<file path="config.mk">
export PLATFORM = sky130hd
export DESIGN_NAME = ram_bridge_cmd
export DESIGN_NICKNAME = d
export VERILOG_FILES = /design/src/rtl/ram_bridge_cmd.sv
export SDC_FILE = /design/constraint.sdc
export NUM_CORES = 1
export LEC_CHECK = 0
export CORE_ASPECT_RATIO = 1.25
export CORE_MARGIN = 5
export CORE_UTILIZATION = 51
export CTS_CLUSTER_DIAMETER = 80
export DETAILED_ROUTE_END_ITERATION = 16
export PLACE_DENSITY = 0.79
export SYNTH_ARGS = -nofsm -noshare
export SYNTH_HDL_FRONTEND = slang
export SYNTH_SLANG_ARGS = --single-unit
</file>
<file path="constraint.sdc">
create_clock -name clk_in -period 5.4 [get_ports clk_in]
set_clock_uncertainty 0.1 [all_clocks]
set_input_delay 1.08 -clock clk_in [delete_from_list [all_inputs] [get_ports clk_in]]
set_output_delay 1.08 -clock clk_in [all_outputs]
set_load 0.005 [all_outputs]
</file>
<file path="src/rtl/ram_bridge_cmd.sv">
// UART byte-stream command bridge: parses 'W' / 'B' / 'R' frames and drives one memory port.
// Read data is returned as 'r' followed by the word, LSB first, over a ready/valid handshake.
module ram_bridge_cmd #(
  parameter int unsigned ADDR_BYTES     = 4,
  parameter int unsigned DATA_WIDTH     = 36,
  parameter int unsigned TIMEOUT_CYCLES = 1_000_000
) (
  input  logic                    clk_in,
  input  logic                    rst_n_in,
  input  logic [7:0]              rx_data_in,
  input  logic                    rx_valid_in,
  output logic [8*ADDR_BYTES-1:0] mem_addr_out,
  output logic [DATA_WIDTH-1:0]   mem_wdata_out,
  output logic                    mem_we_out,
  output logic                    mem_re_out,
  input  logic [DATA_WIDTH-1:0]   mem_rdata_in,
  input  logic                    mem_rvalid_in,
  output logic [7:0]              tx_data_out,
  output logic                    tx_valid_out,
  input  logic                    tx_ready_in,
  output logic                    busy_out,
  output logic                    err_out
);

  localparam int unsigned AW         = 8 * ADDR_BYTES;
  localparam int unsigned DATA_BYTES = (DATA_WIDTH + 7) / 8;
  localparam int unsigned DW8        = 8 * DATA_BYTES;
  localparam int unsigned TW         = $clog2(TIMEOUT_CYCLES + 1);
  localparam int unsigned CW         = 16;

  localparam logic [7:0] CmdWrite = 8'h57;
  localparam logic [7:0] CmdBurst = 8'h42;
  localparam logic [7:0] CmdRead  = 8'h52;
  localparam logic [7:0] RplRead  = 8'h72;

  typedef enum logic [2:0] {StIdle, StAddr, StCount, StData, StRdReq, StRdWait, StTx} state_e;
  typedef enum logic [1:0] {ModeW, ModeB, ModeR} mode_e;

  state_e                r_state, w_state_next;
  mode_e                 r_mode, w_mode_next;
  logic [AW-1:0]         r_addr, w_addr_next, w_addr_shift, w_rx_addr;
  logic [DW8-1:0]        r_word, w_word_next, w_word_shift, w_rx_word;
  logic [DW8-1:0]        r_rbuf, w_rbuf_next;
  logic [DATA_WIDTH-1:0] r_wdata, w_wdata_next;
  logic [8:0]            r_remain, w_remain_next;
  logic [CW-1:0]         r_cnt, w_cnt_next;
  logic [TW-1:0]         r_timer, w_timer_next;
  logic                  r_we, w_we_next, r_re, w_re_next, r_err, w_err_next;
  logic                  r_tx_valid, w_tx_valid_next;
  logic [7:0]            r_tx_data, w_tx_data_next;

  logic w_cmd_ok, w_addr_last, w_data_last, w_tx_last, w_tx_fire, w_run, w_timeout;

  assign w_cmd_ok    = (rx_data_in == CmdWrite) || (rx_data_in == CmdBurst) ||
                       (rx_data_in == CmdRead);
  assign w_addr_last = (r_cnt == CW'(ADDR_BYTES - 1));
  assign w_data_last = (r_cnt == CW'(DATA_BYTES - 1));
  assign w_tx_last   = (r_cnt == CW'(DATA_BYTES));
  assign w_tx_fire   = r_tx_valid && tx_ready_in;
  assign w_run       = (r_state == StAddr) || (r_state == StCount) ||
                       (r_state == StData) || (r_state == StRdWait);
  assign w_timeout   = w_run && !rx_valid_in && (r_timer == TW'(TIMEOUT_CYCLES - 1));

  // Multi-byte fields arrive LSB first: shift each new byte in at the top.
  assign w_rx_addr    = AW'(rx_data_in);
  assign w_rx_word    = DW8'(rx_data_in);
  assign w_addr_shift = (r_addr >> 8) | (w_rx_addr << (AW - 8));
  assign w_word_shift = (r_word >> 8) | (w_rx_word << (DW8 - 8));

  always_ff @(posedge clk_in) begin : p_state_reg
    if (!rst_n_in) r_state <= StIdle;
    else           r_state <= w_state_next;
  end

  always_comb begin : p_next_state
    w_state_next = r_state;
    if (w_timeout) begin
      w_state_next = StIdle;
    end else begin
      case (r_state)
        StIdle:   if (rx_valid_in && w_cmd_ok) w_state_next = StAddr;
        StAddr:   if (rx_valid_in && w_addr_last) begin
          if (r_mode == ModeR)      w_state_next = StRdReq;
          else if (r_mode == ModeB) w_state_next = StCount;
          else                      w_state_next = StData;
        end
        StCount:  if (rx_valid_in) w_state_next = StData;
        StData:   if (rx_valid_in && w_data_last &&
                      ((r_mode != ModeB) || (r_remain == 9'd1))) w_state_next = StIdle;
        StRdReq:  w_state_next = StRdWait;
        StRdWait: if (mem_rvalid_in) w_state_next = StTx;
        StTx:     if (w_tx_fire && w_tx_last) w_state_next = StIdle;
        default:  w_state_next = StIdle;
      endcase
    end
  end

  always_comb begin : p_outputs
    w_mode_next     = r_mode;
    w_addr_next     = r_addr;
    w_word_next     = r_word;
    w_wdata_next    = r_wdata;
    w_rbuf_next     = r_rbuf;
    w_remain_next   = r_remain;
    w_cnt_next      = r_cnt;
    w_we_next       = 1'b0;
    w_re_next       = 1'b0;
    w_err_next      = w_timeout;
    w_tx_valid_next = r_tx_valid;
    w_tx_data_next  = r_tx_data;
    w_timer_next    = (w_run && !rx_valid_in && !w_timeout) ? r_timer + TW'(1) : '0;
    // Burst address advances the cycle after each strobe so the strobe sees the old address.
    if (r_we && (r_mode == ModeB)) w_addr_next = r_addr + AW'(1);
    if (!w_timeout) begin
      case (r_state)
        StIdle: if (rx_valid_in) begin
          if (w_cmd_ok) begin
            w_cnt_next = '0;
            if (rx_data_in == CmdWrite)      w_mode_next = ModeW;
            else if (rx_data_in == CmdBurst) w_mode_next = ModeB;
            else                             w_mode_next = ModeR;
          end else begin
            w_err_next = 1'b1;
          end
        end
        StAddr: if (rx_valid_in) begin
          w_addr_next = w_addr_shift;
          w_cnt_next  = w_addr_last ? '0 : r_cnt + CW'(1);
          w_re_next   = w_addr_last && (r_mode == ModeR);
        end
        StCount: if (rx_valid_in) begin
          w_remain_next = {(rx_data_in == 8'h00), rx_data_in};
        end
        StData: if (rx_valid_in) begin
          w_word_next = w_word_shift;
          w_cnt_next  = w_data_last ? '0 : r_cnt + CW'(1);
          if (w_data_last) begin
            w_we_next     = 1'b1;
            w_wdata_next  = w_word_shift[DATA_WIDTH-1:0];
            w_remain_next = r_remain - 9'd1;
          end
        end
        StRdReq: w_err_next = rx_valid_in;
        StRdWait: begin
          w_err_next = rx_valid_in;
          if (mem_rvalid_in) begin
            w_rbuf_next     = DW8'(mem_rdata_in);
            w_tx_data_next  = RplRead;
            w_tx_valid_next = 1'b1;
            w_cnt_next      = '0;
          end
        end
        StTx: begin
          w_err_next = rx_valid_in;
          if (w_tx_fire) begin
            if (w_tx_last) begin
              w_tx_valid_next = 1'b0;
            end else begin
              w_tx_data_next = r_rbuf[7:0];
              w_rbuf_next    = r_rbuf >> 8;
              w_cnt_next     = r_cnt + CW'(1);
            end
          end
        end
        default: ;
      endcase
    end
  end

  always_ff @(posedge clk_in) begin : p_datapath
    if (!rst_n_in) begin
      r_mode     <= ModeW;
      r_addr     <= '0;
      r_word     <= '0;
      r_wdata    <= '0;
      r_rbuf     <= '0;
      r_remain   <= '0;
      r_cnt      <= '0;
      r_timer    <= '0;
      r_we       <= 1'b0;
      r_re       <= 1'b0;
      r_err      <= 1'b0;
      r_tx_valid <= 1'b0;
      r_tx_data  <= '0;
    end else begin
      r_mode     <= w_mode_next;
      r_addr     <= w_addr_next;
      r_word     <= w_word_next;
      r_wdata    <= w_wdata_next;
      r_rbuf     <= w_rbuf_next;
      r_remain   <= w_remain_next;
      r_cnt      <= w_cnt_next;
      r_timer    <= w_timer_next;
      r_we       <= w_we_next;
      r_re       <= w_re_next;
      r_err      <= w_err_next;
      r_tx_valid <= w_tx_valid_next;
      r_tx_data  <= w_tx_data_next;
    end
  end

  assign mem_addr_out  = r_addr;
  assign mem_wdata_out = r_wdata;
  assign mem_we_out    = r_we;
  assign mem_re_out    = r_re;
  assign tx_data_out   = r_tx_data;
  assign tx_valid_out  = r_tx_valid;
  assign busy_out      = (r_state != StIdle);
  assign err_out       = r_err;

endmodule

</file>
======== Word level (Yosys, flattened, before mapping) ========
Index checks and enable logic that the tools add are counted.
Widths: inputs -> output; s select.
storage, ports and cells
  register bits after elaboration ......... 210
  input port bits ......................... 49
  output and inout port bits .............. 81
operators by class
  $add $sub $neg .......................... 4
  eq/ne operators ......................... 31
  muxes and demuxes ....................... 46
  bitwise operators ....................... 7
  reductions and logical operators ........ 38
operators by type and width
  cell                   number
  $mux 16                9
  $mux 32                4
  $mux 40                3
  $pmux 16 s5            1
  $pmux 40 s2            1
  $or 32x40->40          1
  $add 32x1->32 const B  1
  $eq 16x3->1 const B    2
  $or 24x32->32          1
  $mux 9                 3
  $eq 8x7->1 const B     3
  $mux 8                 3
  $ne 2x2->1 const B     12
  $mux 3                 7
  $pmux 3 s7             1
  $add 20x1->20 const B  1
  $eq 20x20->1 const B   1
  $pmux 9 s2             1
  $add 16x1->16 const B  1
  $eq 16x2->1 const B    1
  $pmux 8 s2             1
  $reduce_and 5->1       3
  $logic_and 1x1->1      11
  $eq 3x3->1 const B     3
  other kinds (26)       51

======== Longest topological paths before layout ========
  depth after elaboration ................. 9
  depth in mapped cells ................... 10
  gate-level depth less buffers ........... 8

======== Worst setup path after synthesis ========
No wires, ideal clock.
  kind .................................... input to register
  start ................................... input rx_data_in[3]
  end ..................................... register r_cnt[14]
  setup time .............................. 69 ps
  arrival ................................. 2740 ps
  data required time ...................... 5231 ps
  setup slack ............................. 2491 ps
  stages on the path ...................... 7
  cell sequence ........................... or3_4 > a211oi_4 > and3_4 > o2111ai_4 > buf_6 > or4_1 > o21ai_1
between the ends
  cells in the longest elaborated chain, start to end .. 5
RTL lines
  item                            line  source
  from (decl)                     10    input logic [7:0] rx_data_in,
  $eq 8x7->1                      54    assign w_cmd_ok = (rx_data_in == CmdWrite) || (rx_data_in == CmdBurst) ||
  $logic_or 1x1->1                54
  $logic_or 1x1->1 (*)            54
  $ne 2x2->1 (no line) (*)        --
  $reduce_and 9->1 (no line) (*)  --
  to (signal assigned)            192   r_cnt <= w_cnt_next;
  to (decl)                       46    logic [CW-1:0] r_cnt, w_cnt_next;
Mark *: on every way between the ends. The rest lies on a longest branch, timed or not.
A chain may end at the register's enable or synchronous reset.

======== Worst setup path after layout ========
  start ................................... input rx_valid_in
  end ..................................... register r_rbuf[1]
between the ends
  cells in the longest elaborated chain, start to end .. 5
RTL lines
  item                             line  source
  from (decl)                      11    input logic rx_valid_in,
  $logic_not 1->1                  62    assign w_timeout = w_run && !rx_valid_in && (r_timer == TW'(TIMEOUT_CYCLES - 1));
  $logic_and 1x1->1 (2 in series)  62
  $not 1->1 (no line)              --
  $reduce_and 5->1 (no line)       --
  to (signal assigned)             190   r_rbuf <= w_rbuf_next;
  to (decl)                        43    logic [DW8-1:0] r_rbuf, w_rbuf_next;
No other way between the ends.

==> flow_summary_export.csv <==
group,metric,value,unit
logic_synthesis,synth_simple_gate_area_share,25.1,%
floorplan,fp-row-count,53,
critical_path,reg2reg_depth,6,
timing,worst_slew_margin_relative_to_its_limit,28.4,%
finish,num-nets-final,1251,
floorplan,die_w,127,µm
route,routed_wire_length_per_instance,15.0,µm
job,maxCapViolations,0,
route,first_pass_iters,5,
critical_path,crit_fanout,42,
logic_synthesis,synthesized_netlist_net_count,1161,
worst_hold_path,timing.hold.worst_path_depth,1,
floorplan,starting_density_of_the_core,52.1,%
power_and_ir_drop,leakage,3.50,nW
logic_synthesis,syn_warnings,0,
placed_design,placedInstanceArea,0.0101,mm²
clock_tree,cts_repair_resize_count,0,
route,vias_per_cell,5.57,
placed_design,routabilityCongestion,0.858,
placed_design,place.detailed.hpwl,14.5,mm
timing,finalSetupViolations,0,
logic_synthesis,post_synth_xor_area_fraction,4.89,%
logic_synthesis,postSynthRegisterBits,198,
critical_path,worst-setup-path-type,"in -> reg",
power_and_ir_drop,peakVddDrop,0.216,mV
route,dr_total_vias,7945,
clock_tree,cts-buffers-inserted,17,
critical_path,cp-start-kind,"primary input",
route,drc,0,
finish,postLayoutCellArea,0.0107,mm²
finish,area_growth_syn_to_layout,21.9,%
floorplan,floorplan.die.height,157,µm
placed_design,portBuffers,129,
logic_synthesis,netlist_area_before_placement,0.00877,mm²
timing,post_route_fraction_of_the_period_consumed_by_the_critical_path,61.3,%
finish,post_route_cells_drive_above_1_share,5.64,%
finish,filler_cell_count,1515,
logic_synthesis,async_flop_share,0,%
clock_tree,cts.hold.buffers_added,0,
logic_synthesis,synth_mux_area_share,1.10,%
route,route.final.wire_length,21.3,mm
timing,worstMarginPinSlew,1.07,ns
clock_tree,cts_tree,"built",
global_route,grt.overflow.total,0,
global_route,first_global_vias,7339,
route,antenna_violating_nets_post_route,0,
critical_path,timing.critical_path.to_type,"register",
critical_path,critical_path_arrival,3.55,ns
floorplan,design.die.area,0.0199,mm²
worst_hold_path,holdCritStartpoint,"r_timer[0]",
timing,achievable-frequency,0.302,GHz
logic_synthesis,synth_flop_cell,"dfxtp_1",
critical_path,rr_startpoint,"r_state[1]",
timing,final_hold_viol_count,0,
clock_tree,clkSinkCount,198,
status,outcome,"complete, no violations",
route,detailedRoute.firstIterationViolations,614,
global_route,grt_antenna_before_repair,0,
power_and_ir_drop,power-per-cell-area,320,mW/mm²
global_route,globalRouteTotalUtil,21.3,%
clock_tree,clockBufferDepth,2,
clock_tree,clock_tree.htree_level_count,4,
timing,final_max_slew_viol_count,0,
worst_hold_path,holdPathEnd,"r_timer[0]",
global_route,maximum_number_of_pins_on_one_net_before_global_route_repair,66,
timing,setup_repair_after_global_routing_missed_its_margin,"no",
timing,period_needed,3.31,ns
logic_synthesis,synthCells,1103,
logic_synthesis,main_combinational_cell_family_by_area_after_synthesis,"simple AND/OR/NAND/NOR gates",
clock_tree,clk_latency,0.43,ns
logic_synthesis,seq_area_frac_synth,45.2,%
logic_synthesis,arithmetic_cell_share_of_the_synthesized_area_counting_full_adders_half_adders_and_majority_gates,1.28,%
logic_synthesis,synth.avg_cell_area,7.95,µm²
global_route,grt_first_pass_wirelength,35.3,mm
floorplan,top_level_ports,130,
timing,totalNegativeSetupSlack,0,ns
logic_synthesis,complex_gate_fraction_of_the_synthesized_area,18.3,%
critical_path,r2r_slack,2.39,ns
logic_synthesis,netlist-cell-type-count,65,
floorplan,core_region_area,0.0168,mm²
clock_tree,clockRootBuffer,"clkbuf_16",
finish,antenna_cells_inserted,0,
logic_synthesis,count_of_flip_flops_with_a_built_in_enable_after_synthesis,0,
clock_tree,cts_setup_buffers,0,
worst_hold_path,hold_path_class,"reg -> reg",
critical_path,rr_endpoint,"r_cnt[11]",
critical_path,crit_required,5.64,ns
clock_tree,clkSlewWorstSetupHoldPaths,0.07,ns
sequential cells by signal, indices dropped and copies added (netlist names), 2 cells and up:
name / count
r_remain: 9
mem_wdata_out: 36
r_timer: 20
mem_addr_out: 32
r_rbuf: 36
r_cnt: 16
r_state: 3
r_word: 32
tx_data_out: 8
r_mode: 2
placed cells by master, fill, tap and decap left out, types with 10 or more instances in the layout:
cell | synthesis | layout
or4_1 | 10 | 10
xor2_1 | 24 | 24
a311oi_1 | 26 | 26
xnor2_1 | 25 | 25
o22ai_1 | 14 | 14
nor3_1 | 15 | 14
a211oi_1 | 13 | 13
o21ai_0 | 38 | 38
dfxtp_1 | 198 | 198
clkbuf_16 | 0 | 17
clkdlybuf4s50_1 | 0 | 128
inv_1 | 22 | 21
nand2_1 | 261 | 260
nor2_1 | 97 | 96
a21oi_1 | 113 | 113
nand3_1 | 36 | 36
nand4_1 | 19 | 19
buf_4 | 1 | 10
synth_stat cells (3+ instances only):
library cell	count	area share (%)
ha_1	9	1.3
and3_1	10	0.71
or2_2	3	0.21
mux2_2	5	0.64
nor2b_1	4	0.29
o31ai_1	5	0.43
dfxtp_1	198	45
or4_1	10	0.86
a211oi_1	13	1.1
and4_1	6	0.60
o211ai_1	4	0.34
o21ai_0	38	2.2
xor2_1	24	2.4
nor3_1	15	0.86
a21boi_0	3	0.26
or3_1	7	0.50
a22o_1	9	0.90
xnor2_1	25	2.5
inv_1	22	0.94
nand2b_1	4	0.29
nand3_1	36	2.1
a21oi_1	113	6.4
nor2_1	97	4.2
a311oi_1	26	2.6
buf_2	11	0.63
mux2i_1	4	0.46
and2_1	6	0.43
buf_1	6	0.26
clkbuf_1	49	2.1
nand2_1	261	11
nand4_1	19	1.4
o21ai_1	7	0.40
o22ai_1	14	1.0
o32ai_1	3	0.30
kinds of logic after synthesis:
family	after synthesis
buffers and inverters	91
adder cells (fa/ha/maj)	9
AND/OR/NAND/NOR	493
multiplexers	9
XOR/XNOR	49
flip-flops	198
AO/OA/AOI/OAI	254
final cells by class:
class                      count  area, µm²  area share, %
clock buffer                  20        437           4.08
multi-input combinational    814       4450           41.6
inverter                      23       88.8          0.831
timing repair buffer         139       1360           12.7
sequential                   198       3960           37.1
tap                          220        275           2.57
clock inverter                12        113           1.05
worst max-delay path, stage by stage:
cell and delay (ns):
clkdlybuf4s50_1 0.69, a21oi_1 0.16, a32oi_2 0.34, and3_2 0.51, buf_4 0.43, nor2_1 0.07, a311oi_1 0.25
routing by layer:
layer / routed length [µm] / global-route usage (%)
met2: 10500 / 35.9
met5: 0 / 0
met3: 1110 / 4.13
met1: 9350 / 27.3
met4: 349 / 7.15
metrics by stage:
stage	power, mW	utilization [%]	setup slack [ns]	hold slack [ns]	cells
global route	3.57	63.5	1.91	0.367	1426
CTS	3.44	63.5	2.12	0.345	1426
floorplan	2.00	-	2.49	0.313	1103
finish	3.42	63.5	2.09	0.344	1426
global placement	2.24	60.2	1.79	0.324	1394
detailed placement	2.25	60.2	1.67	0.330	1394
power by group:
| part | switching (mW) | internal (mW) | total, mW |
|---|---|---|---|
| clock network | 0.588 | 0.608 | 1.20 |
| logic | 0.305 | 0.270 | 0.575 |
| registers | 0.114 | 1.53 | 1.65 |
worst max-delay path by stage:
stage                     depth (start not counted)  slack [ns]     startpoint          to
after floorplan                                   7        2.49  rx_data_in[3]   r_cnt[14]
after global placement                            7        1.79    rx_valid_in  r_rbuf[25]
after detailed placement                          7        1.67    rx_valid_in  r_rbuf[16]
after CTS                                         7        2.12    rx_valid_in  r_rbuf[16]
after global routing                              7        1.91    rx_valid_in   r_rbuf[5]
final                                             7        2.09    rx_valid_in   r_rbuf[1]
No activity file was read; power rests on OpenSTA's default activity.
